### src/rtl/pio_edge_debounce.sv
// Avalon-MM parallel input port with synchroniser, per-bit debounce filter and
// rise/fall edge capture (write-1-to-clear) driving a level interrupt.
module pio_edge_debounce #(
    parameter int          WIDTH       = 10,
    parameter int          SYNC_STAGES = 2,
    parameter int          CNT_W       = 16,
    parameter int unsigned DEB_RESET   = 0
) (
    input  logic             clk,
    input  logic             reset,
    input  logic [2:0]       address,
    input  logic             chipselect,
    input  logic             write_n,
    input  logic [31:0]      writedata,
    output logic [31:0]      readdata,
    input  logic [WIDTH-1:0] in_port,
    output logic             irq
);

    logic [SYNC_STAGES-1:0][WIDTH-1:0] sync_q;
    logic [WIDTH-1:0]                  synced;
    logic [WIDTH-1:0][CNT_W-1:0]       cnt_q, cnt_d;
    logic [WIDTH-1:0]                  stable_q, stable_d;
    logic [WIDTH-1:0]                  rise_en_q, rise_en_d;
    logic [WIDTH-1:0]                  fall_en_q, fall_en_d;
    logic [WIDTH-1:0]                  mask_q, mask_d;
    logic [WIDTH-1:0]                  edge_q, edge_d;
    logic [CNT_W-1:0]                  deb_q, deb_d;
    logic [31:0]                       rd_d;
    logic [WIDTH-1:0]                  wdata_w;
    logic [WIDTH-1:0]                  clr;
    logic                              wr;
    logic                              unused_wdata;

    assign wr           = chipselect & ~write_n;
    assign wdata_w      = writedata[WIDTH-1:0];
    assign synced       = sync_q[SYNC_STAGES-1];
    assign unused_wdata = ^writedata;

    always_ff @(posedge clk or posedge reset) begin
        if (reset) begin
            sync_q <= '0;
        end else begin
            sync_q <= {sync_q[SYNC_STAGES-2:0], in_port};
        end
    end

    // The counter is cleared whenever it reaches the threshold, so it never wraps.
    always_comb begin
        cnt_d    = cnt_q;
        stable_d = stable_q;
        for (int i = 0; i < WIDTH; i++) begin
            if (synced[i] == stable_q[i]) begin
                cnt_d[i] = '0;
            end else if (cnt_q[i] >= deb_q) begin
                stable_d[i] = synced[i];
                cnt_d[i]    = '0;
            end else begin
                cnt_d[i] = cnt_q[i] + CNT_W'(1);
            end
        end
    end

    always_comb begin
        rise_en_d = rise_en_q;
        fall_en_d = fall_en_q;
        mask_d    = mask_q;
        deb_d     = deb_q;
        clr       = '0;
        if (wr) begin
            case (address)
                3'd1:    rise_en_d = wdata_w;
                3'd2:    mask_d    = wdata_w;
                3'd3:    clr       = wdata_w;
                3'd4:    fall_en_d = wdata_w;
                3'd5:    deb_d     = writedata[CNT_W-1:0];
                default: ;
            endcase
        end
        // New edges are OR-ed in after the clear so a coincident event survives.
        edge_d = (edge_q & ~clr)
               | (stable_d & ~stable_q & rise_en_q)
               | (~stable_d & stable_q & fall_en_q);
    end

    always_comb begin
        rd_d = '0;
        case (address)
            3'd0:    rd_d = 32'(stable_q);
            3'd1:    rd_d = 32'(rise_en_q);
            3'd2:    rd_d = 32'(mask_q);
            3'd3:    rd_d = 32'(edge_q);
            3'd4:    rd_d = 32'(fall_en_q);
            3'd5:    rd_d = 32'(deb_q);
            default: rd_d = '0;
        endcase
    end

    always_ff @(posedge clk or posedge reset) begin
        if (reset) begin
            cnt_q     <= '0;
            stable_q  <= '0;
            rise_en_q <= '0;
            fall_en_q <= '0;
            mask_q    <= '0;
            edge_q    <= '0;
            deb_q     <= CNT_W'(DEB_RESET);
            readdata  <= '0;
        end else begin
            cnt_q     <= cnt_d;
            stable_q  <= stable_d;
            rise_en_q <= rise_en_d;
            fall_en_q <= fall_en_d;
            mask_q    <= mask_d;
            edge_q    <= edge_d;
            deb_q     <= deb_d;
            readdata  <= rd_d;
        end
    end

    assign irq = |(edge_q & mask_q);

endmodule

### config.mk
export PLATFORM = sky130hd
export DESIGN_NAME = pio_edge_debounce
export DESIGN_NICKNAME = d
export VERILOG_FILES = /design/src/rtl/pio_edge_debounce.sv
export SDC_FILE = /design/constraint.sdc
export NUM_CORES = 1
export LEC_CHECK = 0
export ABC_AREA = 1
export CORE_ASPECT_RATIO = 2
export CORE_MARGIN = 2
export CORE_UTILIZATION = 33
export DETAILED_ROUTE_END_ITERATION = 12
export GPL_TIMING_DRIVEN = 0
export HOLD_SLACK_MARGIN = 0.08
export PLACE_DENSITY = 0.59
export SLEW_MARGIN = 30
export SYNTH_ARGS = -nofsm -noshare
export SYNTH_HDL_FRONTEND = slang
export SYNTH_SLANG_ARGS = --single-unit
### constraint.sdc
create_clock -name clk -period 23.9 [get_ports clk]
set_clock_uncertainty 0.15 [all_clocks]
set_input_delay 2.39 -clock clk [delete_from_list [all_inputs] [get_ports clk]]
set_output_delay 2.39 -clock clk [all_outputs]
set_load 0.05 [all_outputs]
# After elaboration in Yosys (flattened, before gate mapping)
# Cells that the tools add are included.
[classes]
add_sub_neg = 10
n_mul = 0
div_mod_pow = 0
order_cmp = 10
n_eq_ne = 15
shift = 0
mux = 43
bitwise_logic = 13
n_reduce_logical = 6
[ops]
columns = ["operator", "count"]
rows = [
  ["2-to-1 mux 16 bit", 20],
  ["adder 16 x 1 -> 16 bit, second input constant", 10],
  ["greater-or-equal comparator 16 bit", 10],
  ["case mux 16 bit (6 select lines)", 1],
  ["AND 10 bit", 6],
  ["inverter 10 bit", 3],
  ["2-to-1 mux 1 bit", 20],
  ["2-to-1 mux 10 bit", 2],
  ["bitwise OR 10 bit", 2],
  ["equality test 1 bit", 10],
  ["OR reduction 10 bit", 1],
  ["AND reduction 2 bit", 4],
  ["equality test 3 x 2 -> 1 bit, second input constant", 2],
  ["equality test 3 bit, second input constant", 2],
  ["equality test 3 x 1 -> 1 bit, second input constant", 1],
  ["logical NOT 3 bit", 1],
  ["AND 1 bit", 1],
  ["inverter 1 bit", 1],
]
[word_totals]
reg_bits = 278
latchBits = 0
ramBits = 0
mem_bits_ro = 0
out_inout_bits = 33
word_cells = 116
memories = 0

# Logic depth before layout (Yosys ltp)
# Gate-level depths: netlist of run 1.
[logic_depth]
word_depth = 7
depth_mapped = 13
depth_no_buf = 13

# Worst setup path after synthesis of run 1
# Ideal clock, no wire load.
[synth_path]
path_kind = "flip-flop to output port"
start = "register mask_q[0]"
end = "output port irq"
t_arrival_ns = 1.037
required_time_ns = 21.360
slack_ns = 20.323
path_stages_with_launch = 5
cell_sequence = "dfrtp_1 > nand2_1 > inv_1 > nor4_1 > nand2_1"
[synth_between]
elab_chain_cells = 2
[synth_rtl]
columns = ["element", "line", "source"]
rows = [
  ["start, declared", "26", "logic [WIDTH-1:0] mask_q, mask_d;"],
  ["start signal, assigned", "114", "mask_q <= mask_d;"],
  ["AND 10 bit", "121", "assign irq = |(edge_q & mask_q);"],
  ["OR reduction 10 bit", "121", ""],
  ["end, declared", "17", "output logic irq"],
]
# Every way passes these cells.

# Worst setup path in the final report of run 1
[layout_path]
start = "register edge_q[6]"
end = "output port irq"
[layout_between]
elab_chain_cells = 2
[layout_rtl]
columns = ["element", "line", "source"]
rows = [
  ["start, declared", "27", "logic [WIDTH-1:0] edge_q, edge_d;"],
  ["start signal, assigned", "115", "edge_q <= edge_d;"],
  ["AND 10 bit", "121", ""],
  ["OR reduction 10 bit", "121", ""],
]
# Every way passes these cells.

==> summary.txt, run 1 <==
Yosys
  • Mapped Avg Cell Area: 8.21 um2
  • Leading area contributor after synthesis: dfrtp_1
  • Post-synthesis mux area share: 0%
  • Sequential-to-total area share from yosys stat: between 30 and 40%
  • Largest family of logic cells by synthesized area: simple AND/OR/NAND/NOR gates
  • Yosys warning count: 0
  • Synth Flop Type: dfrtp_1
  • Synth Register Bits: about 260
  • Syn Inst Count: between 2000 and 2500
  • Yosys top cell area share: between 30 and 40%
  • Number of library cell types mapped by synthesis: 41
  • Asr flop ratio synth: 100%
  • Synth area leaders: dfrtp_1, ha_1, nand2_1, nor2_1, inv_1
  • Fraction of the mapped netlist area in compound gates: ~6.3%
  • Synth Area in Simple Gates: 28.4%
  • Post-synth top cells: nand2_1, dfrtp_1, nor2_1
  • Synthesized area: ~17000 um2
  • Count leader, synth: nand2_1
  • Synth Area in XOR/XNOR: about 6.2%
  • EDFF count, synth: 0
  • Synth Area in Adders: between 10% and 20%

Floorplan
  • Core Area: roughly 50000 um2
  • I/O Pins: approximately 80
  • Die Span X: between 150 and 200 um
  • Starting density of the core: around 33%
  • Row count: between 100 and 150
  • Die H: ~320 um
  • Full die area: around 53000 um2

Layout
  • Share of cells above drive strength 1: 12.4%
  • Layout net count: ~2400
  • Filler instances: between 5000 and 6000
  • Layout area overhead: 14.4%
  • Final core occ: approximately two fifths
  • ANT cells: 0
  • Final std cells w/o fill: 2800

Routing
  • WL final: ~45000 um
  • First-pass DRT Iterations: 5
  • Vias per cell: 4.79
  • DRC viols: 0
  • Post-DRT Antenna Nets: 0
  • Drt first-iter violations: roughly 550
  • Routed WL per cell: roughly 16 um
  • Routed via count: ~13000

Clocking
  • Cts bufs inserted: 26
  • Latest clock arrival within the worst-skew pair: ~0.57 ns
  • Post-CTS setup buffer count: 0
  • CTS Hold Bufs: 0
  • CTS resizes: 0
  • H-tree levels: 1
  • Clk sink count: between 200 and 300
  • Worst-case clock buffer depth: 3
  • CTS root buffer: clkbuf_16
  • Worst-path clk slew: about 0.07 ns
  • TritonCTS clock tree: done

Critical path
  • Worst EP required: ~21 ns
  • Max stage delay on crit path: roughly 0.74 ns
  • Data arrival, critical path: between 2 and 2.5 ns
  • Slowest cell on the critical path: clkdlybuf4s50_1
  • Crit path buffers/inverters: 2
  • Crit path kind: reg -> out
  • Crit-path cells: inv_1 -> o22ai_1 -> a221oi_1 -> nand2_1 -> clkdlybuf4s50_1
  • Top delay family on crit path: buffers and inverters
  • Startpoint types: flop
  • Maximum fanout along the worst path: 2
  • Critical Path Sink Type: output port

Power
  • Comb pwr share: between 20% and 30%
  • Max VDD drop: between 0.03 and 0.04 mV
  • Power per cell area: approximately 64 nW/um2
  • NetSw: around 390 uW
  • Seq pwr share: between 40% and 50%
  • Leakage: 0.00905 uW
  • Int Power: 830 uW
  • Clock power share: a little under two fifths
  • Sw Ratio: ~32%

STA
  • Final hold vios: 0
  • Worst-Margin Slew: 0.955 ns
  • Final period util: 20.1%
  • Fin. max-slew vios: 0
  • RSZ-0062 raised after global routing: false
  • Setup violators final: 0
  • Setup WS post-layout: 19.09 ns
  • Relative slew margins: between 30% and 40%
  • Achievable Freq: slightly above 200 MHz
  • TNS Setup: 0 ns
  • Final min period: ~4.8 ns

Place
  • Gpl congestion: 0.852
  • Post-DP HPWL: 33100 um
  • Dpl ws: about 19 ns
  • # port buffers: between 40 and 50
  • Placed instance count: approximately 2800

GRT
  • Pin count of the biggest net entering global routing: 88
  • Initial antenna violation count: 3
  • Grt ovf: 0
  • Vias in the first global route: ~14000
  • First-pass GRT wire length: 71900 um
  • GRT Total Usage: 17.5%

Status
  • Status: finished clean

Flow run
  • Max Cap Viol: 0

Worst hold path
  • Min-Delay Path Class: reg -> reg
==> flip-flops by register name, summed over array words and instances (netlist names) <==
| name | flops |
|---|---|
| cnt_q | 160 |
| deb_q | 16 |
| edge_q | 10 |
| fall_en_q | 10 |
| mask_q | 10 |
| readdata | 16 |
| rise_en_q | 10 |
| stable_q | 10 |
| sync_q | 10 |
| synced | 10 |
==> layer usage <==
metal | up-vias | GRT usage (%) | part of all wire, %
met1 | 6326 | 18.4 | 38
met3 | 120 | 2.58 | 4.4
met4 | 6 | 10.2 | 6.2
met5 | - | 0 | 0.074
li1 | 6679 | - | -
met2 | 280 | 32.4 | 51
==> path summary, 6_finish.rpt <==
check | start | endpoint | slack [ns] | cells past startpoint
min in group asynchronous | reset | cnt_q[53] | 2.08 | 2
hold / removal | sync_q[3] | synced[3] | 0.20 | 0
setup reg to reg | deb_q[9] | cnt_q[78] | 21.20 | 8
setup / recovery | edge_q[6] | irq | 19.09 | 5
max in group asynchronous | reset | cnt_q[89] | 20.47 | 4
hold reg to reg | sync_q[3] | synced[3] | 0.20 | 0
==> placed cells by master (no fill, tap or decap), types with 26 or more instances in the layout <==
cell               n
xnor2_1           31
o21ai_1           51
a21oi_1           64
xor2_1            87
clkbuf_16         26
nor2_2            91
nand4_1           34
ha_1             170
nand3_1           87
nand2_1          475
dfrtp_1          262
nor2_1           246
inv_1            220
clkdlybuf4s50_1   48
==> per-stage QoR <==
step           power, uW  instance area (um2)  hold slack, ns
5_1_grt             1290                19100           0.213
3_5_place_dp         767                18200           0.185
4_1_cts             1240                19100           0.200
3_3_place_gp         755                18100           0.184
6_report            1220                19100           0.201
2_1_floorplan        669                16800           0.181
==> power groups by stage <==
stage / clock network, uW / registers (uW) / logic (uW)
finish: 467 / 496 / 261
global route: 495 / 500 / 297
CTS: 481 / 496 / 264
detailed placement: 0 / 504 / 263
global placement: 0 / 504 / 251
floorplan: 0 / 506 / 163
==> layout make-up <==
cell class,instances,area [um2],area share [%]
tap,649,812,4.24
clock inverter,16,254,1.33
multi-input combinational,1516,9040,47.2
inverter,234,886,4.63
clock buffer,31,709,3.71
timing repair buffer,51,563,2.94
sequential,262,6560,34.3
buffer,41,315,1.65
==> cells by family (layout without fill, tap and decap cells) <==
kind of cell,after synthesis,after routing
and+or+nand+nor,1029,1029
buffers and inverters,275,373
DFF,262,262
AOI/OAI and AO/OA,183,183
adders and majority gates,170,170
xor gates and xnor gates,118,118
other,1,16
==> worst register-to-register path, cell delays in order, from the launching register on <==
cell     delay, ns
dfrtp_1       0.36
inv_1         0.68
ha_1          0.40
a21oi_1       0.14
o21ai_1       0.09
a21oi_2       0.30
nand3_2       0.21
buf_6         0.20
nor2_1        0.10
(Power assumes the default switching activity.)
==> run 2: changes to the inputs <==
- PLACE_DENSITY: 0.59 -> 0.61
- clock period: 23.9 -> 4.4 ns (I/O delays scaled with it)
==> run 2 against run 1 <==
Against the previous run:
- critical path depth is the same
- routed wire length grew 0.59%
- register-to-register slack worse by 20 ns
- sequential power increased to 5.4 times the previous value
- total power grew to 5.3 times the previous value
- sequential cell count is the same
- core utilization increased by 0.16 points
- clock power grew to 5.1 times the previous value
- combinational power rose to 5.6 times the previous value
- first-iteration DRC count is 13% higher
- cell area is 0.41% higher
- via count increased by 0.91%
- critical path type unchanged
- largest cell class unchanged
==> summary.txt, run 2 (same netlist as run 1, synthesis figures left out) <==
Clocking
  • CTS root buffer: clkbuf_16
  • H-tree levels: 1
  • Worst-path clk slew: ~0.08 ns
  • Clk sink count: 262
  • Worst-case clock buffer depth: 3
  • Latest clock arrival within the worst-skew pair: about 0.55 ns
  • TritonCTS clock tree: done
  • Cts bufs inserted: 24
  • CTS resizes: 0

Floorplan
  • Die Span X: between 150 and 200 um
  • Core Area: roughly 50000 um2
  • Starting density of the core: around a third
  • Die H: between 300 and 400 um
  • Row count: ~120
  • Full die area: ~53000 um2
  • I/O Pins: slightly above 80

Layout
  • Sequential Area: 6560 um2
  • Max FFs per register: between 150 and 200
  • Largest regs: cnt_q (160), deb_q (16), readdata (16)
  • Filler instances: ~5000
  • Fin area: about 19000 um2
  • Most frequent cells in the layout: nand2_1, dfrtp_1, nor2_1
  • Layout net count: roughly 2400
  • Layout area overhead: 14.9%
  • Commonest non-fill, non-tap cell in the layout: nand2_1
  • Area of the multi-input gates: between 9000 and 10000 um2
  • Share of cells above drive strength 1: roughly an eighth
  • Largest Register: cnt_q
  • ANT cells: 0

Power
  • NetSw: between 2000 and 2500 uW
  • Comb pwr share: between 20% and 30%
  • Max VDD drop: 0.221 mV
  • Int Power: 4400 uW
  • Sw Ratio: 32.6%
  • Leakage: 0.00908 uW
  • Power per cell area: approximately 340 nW/um2
  • Clock power share: between 30% and 40%
  • Seq pwr share: between 40% and 50%

STA
  • Setup WS post-layout: around 1.6 ns
  • Fin. max-slew vios: 0
  • Final min period: about 2.8 ns
  • Setup violators final: 0
  • Worst-Margin Slew: about 1.1 ns
  • Final period util: 64.5%
  • RSZ-0062 raised after global routing: false
  • Final hold vios: 0
  • Achievable Freq: between 300 and 400 MHz
  • Relative slew margins: between 20% and 30%

Routing
  • Post-DRT Antenna Nets: 0
  • First-pass DRT Iterations: 6
  • Routed WL per cell: approximately 16 um
  • WL final: about 45000 um
  • DRC viols: 0
  • Routed via count: approximately 14000
  • Drt first-iter violations: between 600 and 700
  • Vias per cell: around 4.8

Place
  • # port buffers: 48
  • Dpl ws: between 1.5 and 2 ns
  • Dpl cell area: about 18000 um2
  • Post-DP HPWL: between 30000 and 40000 um
  • Gpl congestion: 0.875

Status
  • Status: finished clean

Flow run
  • Max Cap Viol: 0

Critical path
  • Maximum fanout along the worst path: 3
  • Crit path kind: reg -> out
  • Worst EP required: 3.81 ns
  • Crit path buffers/inverters: 2
  • Top delay family on crit path: buffers and inverters
  • WP depth: 5
  • Critical Path Sink Type: output port
  • Crit-path cells: nand2_1 -> inv_1 -> nor4_1 -> nand2_1 -> clkdlybuf4s50_1
  • Startpoint types: flop
  • Data arrival, critical path: about 2.3 ns
  • Most used cell, CP: nand2_1
  • Slowest cell on the critical path: clkdlybuf4s50_1
  • Register-to-Register Path Depth: 8
  • Max stage delay on crit path: approximately 0.73 ns

GRT
  • Grt ovf: 0
  • GRT Total Usage: ~17%
  • Pin count of the biggest net entering global routing: 30
  • Vias in the first global route: around 14000
  • Initial antenna violation count: 0
  • First-pass GRT wire length: roughly 72000 um

Worst hold path
  • Hold Path Depth: 1
  • Min-Delay Path Class: in -> reg
==> run 2: cell count changes in the layout (fill, tap and decap cells not counted), sizes merged <==
cell and delta:
inv -1, bufinv -2, dlygate4sd3 +1, clkbuf +4, buf +8, clkinv -4
==> run 2: cell type report <==
type,instances,share of cell area [%]
well taps,649,4.23
plain buffers,41,1.64
repair buffers,60,3.86
clock buffers,35,3.76
flip-flops and latches,262,34.1
clock inverters,9,0.788
inverters,234,4.59
multi-input cells,1516,47.0
==> run 2: metal layers <==
metal | share of wire, % | track usage [%] | vias to the layer above | routed length (um)
met4 | 6.7 | 10.8 | 0 | 3000
met2 | 52 | 32.2 | 306 | 23300
met1 | 37 | 18.7 | 6399 | 16700
li1 | - | - | 6704 | -
met3 | 4.3 | 2.04 | 124 | 1940
met5 | 0 | 0 | - | 0
==> run 2: worst paths after layout <==
kind	to	start	slack, ns
max	irq	edge_q[0]	1.56
min	sync_q[0]	in_port[0]	0.18
max reg2reg	cnt_q[78]	deb_q[11]	1.60
min reg2reg	synced[2]	sync_q[2]	0.20
max in group asynchronous	cnt_q[11]	reset	2.15
min in group asynchronous	cnt_q[24]	reset	0.62
==> run 2: what timing repair did <==
action,in CTS,in global routing
hold buffers,1,0
endpoints found under the hold margin,9,0
endpoints found under the setup margin,0,0
setup buffers,0,0
==> run 2: through the flow <==
step	setup TNS (ns)	util, %	hold WS (ns)	cells	total power (uW)
detailed placement	0	36.6	0.185	2761	4200
finish	0	38.4	0.184	2806	6520
floorplan	0	-	0.181	2053	3640
global placement	-446.79	36.1	0.185	2750	4100
CTS	0	38.4	0.162	2806	6590
global route	0	38.4	0.167	2806	6860
==> run 2: power by group through the flow <==
stage,sequential (uW),combinational (uW),clock [uW]
2_1_floorplan,2750,884,0
3_3_place_gp,2740,1370,0
3_5_place_dp,2740,1460,0
4_1_cts,2690,1470,2430
5_1_grt,2710,1630,2520
6_report,2690,1460,2370
==> run 2: worst reg2reg max path: stages (launching register included) <==
cell	delay [ns]
dfrtp_1	0.36
inv_1	0.73
ha_1	0.42
a21oi_1	0.14
o21ai_1	0.09
a21oi_2	0.31
nand3_2	0.21
buf_6	0.20
nor2_1	0.12
==> run 3: changes to the inputs <==
- PLACE_DENSITY: 0.61 -> 0.59
- clock period: 4.4 -> 2.65 ns (I/O delays scaled with it)
==> run 3 against run 2 <==
Against the previous run:
- combinational power rose by 87%
- first-iteration DRC count fell by 14%
- register-to-register slack got worse by 1.4 ns
- sequential power rose by 67%
- global-route usage rose by 0.23 points
- total power rose by 70%
- routed wire length rose by 0.93%
- critical path type is now reg -> reg
- critical endpoint is now cnt_q[23]
==> summary.txt, run 3 (same netlist as run 1, synthesis figures left out) <==
STA
  • Relative slew margins: 36.2%
  • Final hold vios: 0
  • Setup violators final: 0
  • Achievable Freq: approximately 400 MHz
  • Final min period: ~2.5 ns
  • RSZ-0062 raised after global routing: false
  • Worst-Margin Slew: roughly 0.95 ns
  • Fin. max-slew vios: 0
  • Hold WS: roughly 0.12 ns
  • TNS Setup: 0 ns
  • Setup WS post-layout: 0.152 ns
  • Final period util: between 90% and 100%

Layout
  • Most frequent cells in the layout: nand2_1, dfrtp_1, nor2_1
  • Max FFs per register: between 150 and 200
  • Largest regs: cnt_q (160), deb_q (16), readdata (16)
  • Largest Register: cnt_q
  • Commonest non-fill, non-tap cell in the layout: nand2_1
  • Layout area overhead: 17.8%
  • Share of cells above drive strength 1: roughly 14%
  • Layout net count: ~2400
  • Final std cells w/o fill: 2842
  • ANT cells: 0

Critical path
  • Slowest cell on the critical path: ha_1
  • Top delay family on crit path: buffers and inverters
  • Crit-path cells: clkinvlp_4 -> ha_1 -> a21oi_1 -> nand2_1 -> nand2_1 -> nand2_1 -> nand2_1 -> nand3_2 -> buf_6 -> nor2_2
  • Worst setup path end: cnt_q[23]
  • Most used cell, CP: nand2_1
  • Worst EP required: approximately 3.0 ns
  • Startpoint types: flop
  • WP depth: 10
  • Reg2reg start: deb_q[3]
  • FF-to-FF End: cnt_q[23]
  • Crit path buffers/inverters: 2
  • Critical Path Sink Type: flop
  • Worst Setup SP: deb_q[3]
  • Maximum fanout along the worst path: 12
  • Data arrival, critical path: between 2 and 3 ns
  • Reg2reg setup slack: 0.15 ns
  • Crit path kind: reg -> reg
  • Register-to-Register Path Depth: 10
  • Max stage delay on crit path: roughly 0.50 ns

Place
  • Dpl ws: -0.136 ns
  • Gpl congestion: 0.871
  • Post-DP HPWL: around 33000 um
  • # port buffers: 48
  • Placed instance count: 2760

GRT
  • First-pass GRT wire length: roughly 73000 um
  • Initial antenna violation count: 2
  • Grt met3 use: 2.34%
  • Met1 Use GR: 19.1%
  • GR peak layer: met2
  • Pin count of the biggest net entering global routing: 30
  • Vias in the first global route: approximately 14000
  • Grt met2 use: around a third
  • GRT Total Usage: between 10% and 20%
  • Grt ovf: 0

Routing
  • Routed WL per cell: between 15 and 20 um
  • WL final: 45300 um
  • Post-DRT Antenna Nets: 0
  • First-pass DRT Iterations: 5
  • DRC viols: 0
  • Drt first-iter violations: ~530
  • Routed via count: 13666
  • Vias per cell: about 4.8

Floorplan
  • Die Span X: around 160 um
  • Die H: around 320 um
  • Full die area: 52600 um2
  • Row count: 116
  • I/O Pins: 82
  • Starting density of the core: ~33%
  • Core Area: 50100 um2

Clocking
  • Clk sink count: approximately 260
  • Worst-path clk slew: 0.07 ns
  • Latest clock arrival within the worst-skew pair: around 0.55 ns
  • Cts bufs inserted: 25
  • H-tree levels: 1
  • CTS root buffer: clkbuf_16
  • Worst-case clock buffer depth: 3
  • TritonCTS clock tree: done

Flow run
  • Max Cap Viol: 0

Power
  • NetSw: 3610 uW
  • Leakage: 0.00922 uW
  • Comb pwr share: 24.6%
  • Seq pwr share: around two fifths
  • Max VDD drop: roughly 0.40 mV
  • Int Power: about 7500 uW
  • Pwr Total: around 11000 uW
  • Clock power share: between 30% and 40%
  • Sw Ratio: 32.5%
  • Power per cell area: ~560 nW/um2

Status
  • Status: finished clean

Worst hold path
  • Min-Delay Path Class: in -> reg
==> run 3: changes by cell type in the layout (fill, tap and decap cells not counted), sizes merged, moves of 4 or more <==
cell and delta:
buf +27, inv -14, dlygate4sd3 +11, clkinvlp +17, clkbuf -4
==> run 3: area by class of cell <==
class	count	area, um2
repair buffers	98	1180
clock buffers	31	678
clock inverters	11	169
flip-flops and latches	262	6560
fillers	4964	30400
multi-input cells	1516	9060
well taps	649	812
inverters	234	935
plain buffers	41	315
==> run 3: worst min path at each step <==
stage                  startpoint        end  slack, ns  depth (start not counted)
finish              writedata[14]  deb_q[14]       0.12                          3
global route         writedata[1]   deb_q[1]       0.13                          3
CTS                 writedata[14]  deb_q[14]       0.09                          3
detailed placement      sync_q[1]  synced[1]       0.19                          0
global placement        sync_q[3]  synced[3]       0.18                          0
floorplan              in_port[0]  sync_q[0]       0.15                          0
==> run 3: timing repair <==
action                                  4_1_cts  5_1_grt
hold endpoints to repair                     17        0
hold buffers                                 12        0
buffers inserted                              2       26
resized for setup                            12        5
endpoints found under the setup margin       55      101
==> run 3: metal layers <==
layer | vias to the layer above | wire length (um)
li1 | 6800 | -
met1 | 6514 | 17400
met2 | 247 | 24100
met3 | 101 | 1660
met4 | 4 | 2110
met5 | - | 25
==> run 3: power by group through the flow <==
| stage | registers [uW] | clock network, uW | logic [uW] |
|---|---|---|---|
| 2_1_floorplan | 4570 | 0 | 1470 |
| 3_3_place_gp | 4550 | 0 | 2270 |
| 3_5_place_dp | 4550 | 0 | 2390 |
| 4_1_cts | 4500 | 3970 | 2450 |
| 5_1_grt | 4540 | 4110 | 3050 |
| 6_report | 4500 | 3860 | 2730 |
==> run 3: tightest hold or removal path: stages <==
cell	delay [ns]
clkdlybuf4s50_1	0.40
nand2_1	0.06
o21ai_1	0.05
==> run 3: stage by stage <==
stage / area, um2 / util [%]
floorplan: 16800 / -
global placement: 18100 / 36.1
detailed placement: 18300 / 36.5
CTS: 19300 / 38.6
global route: 19700 / 39.4
finish: 19700 / 39.4
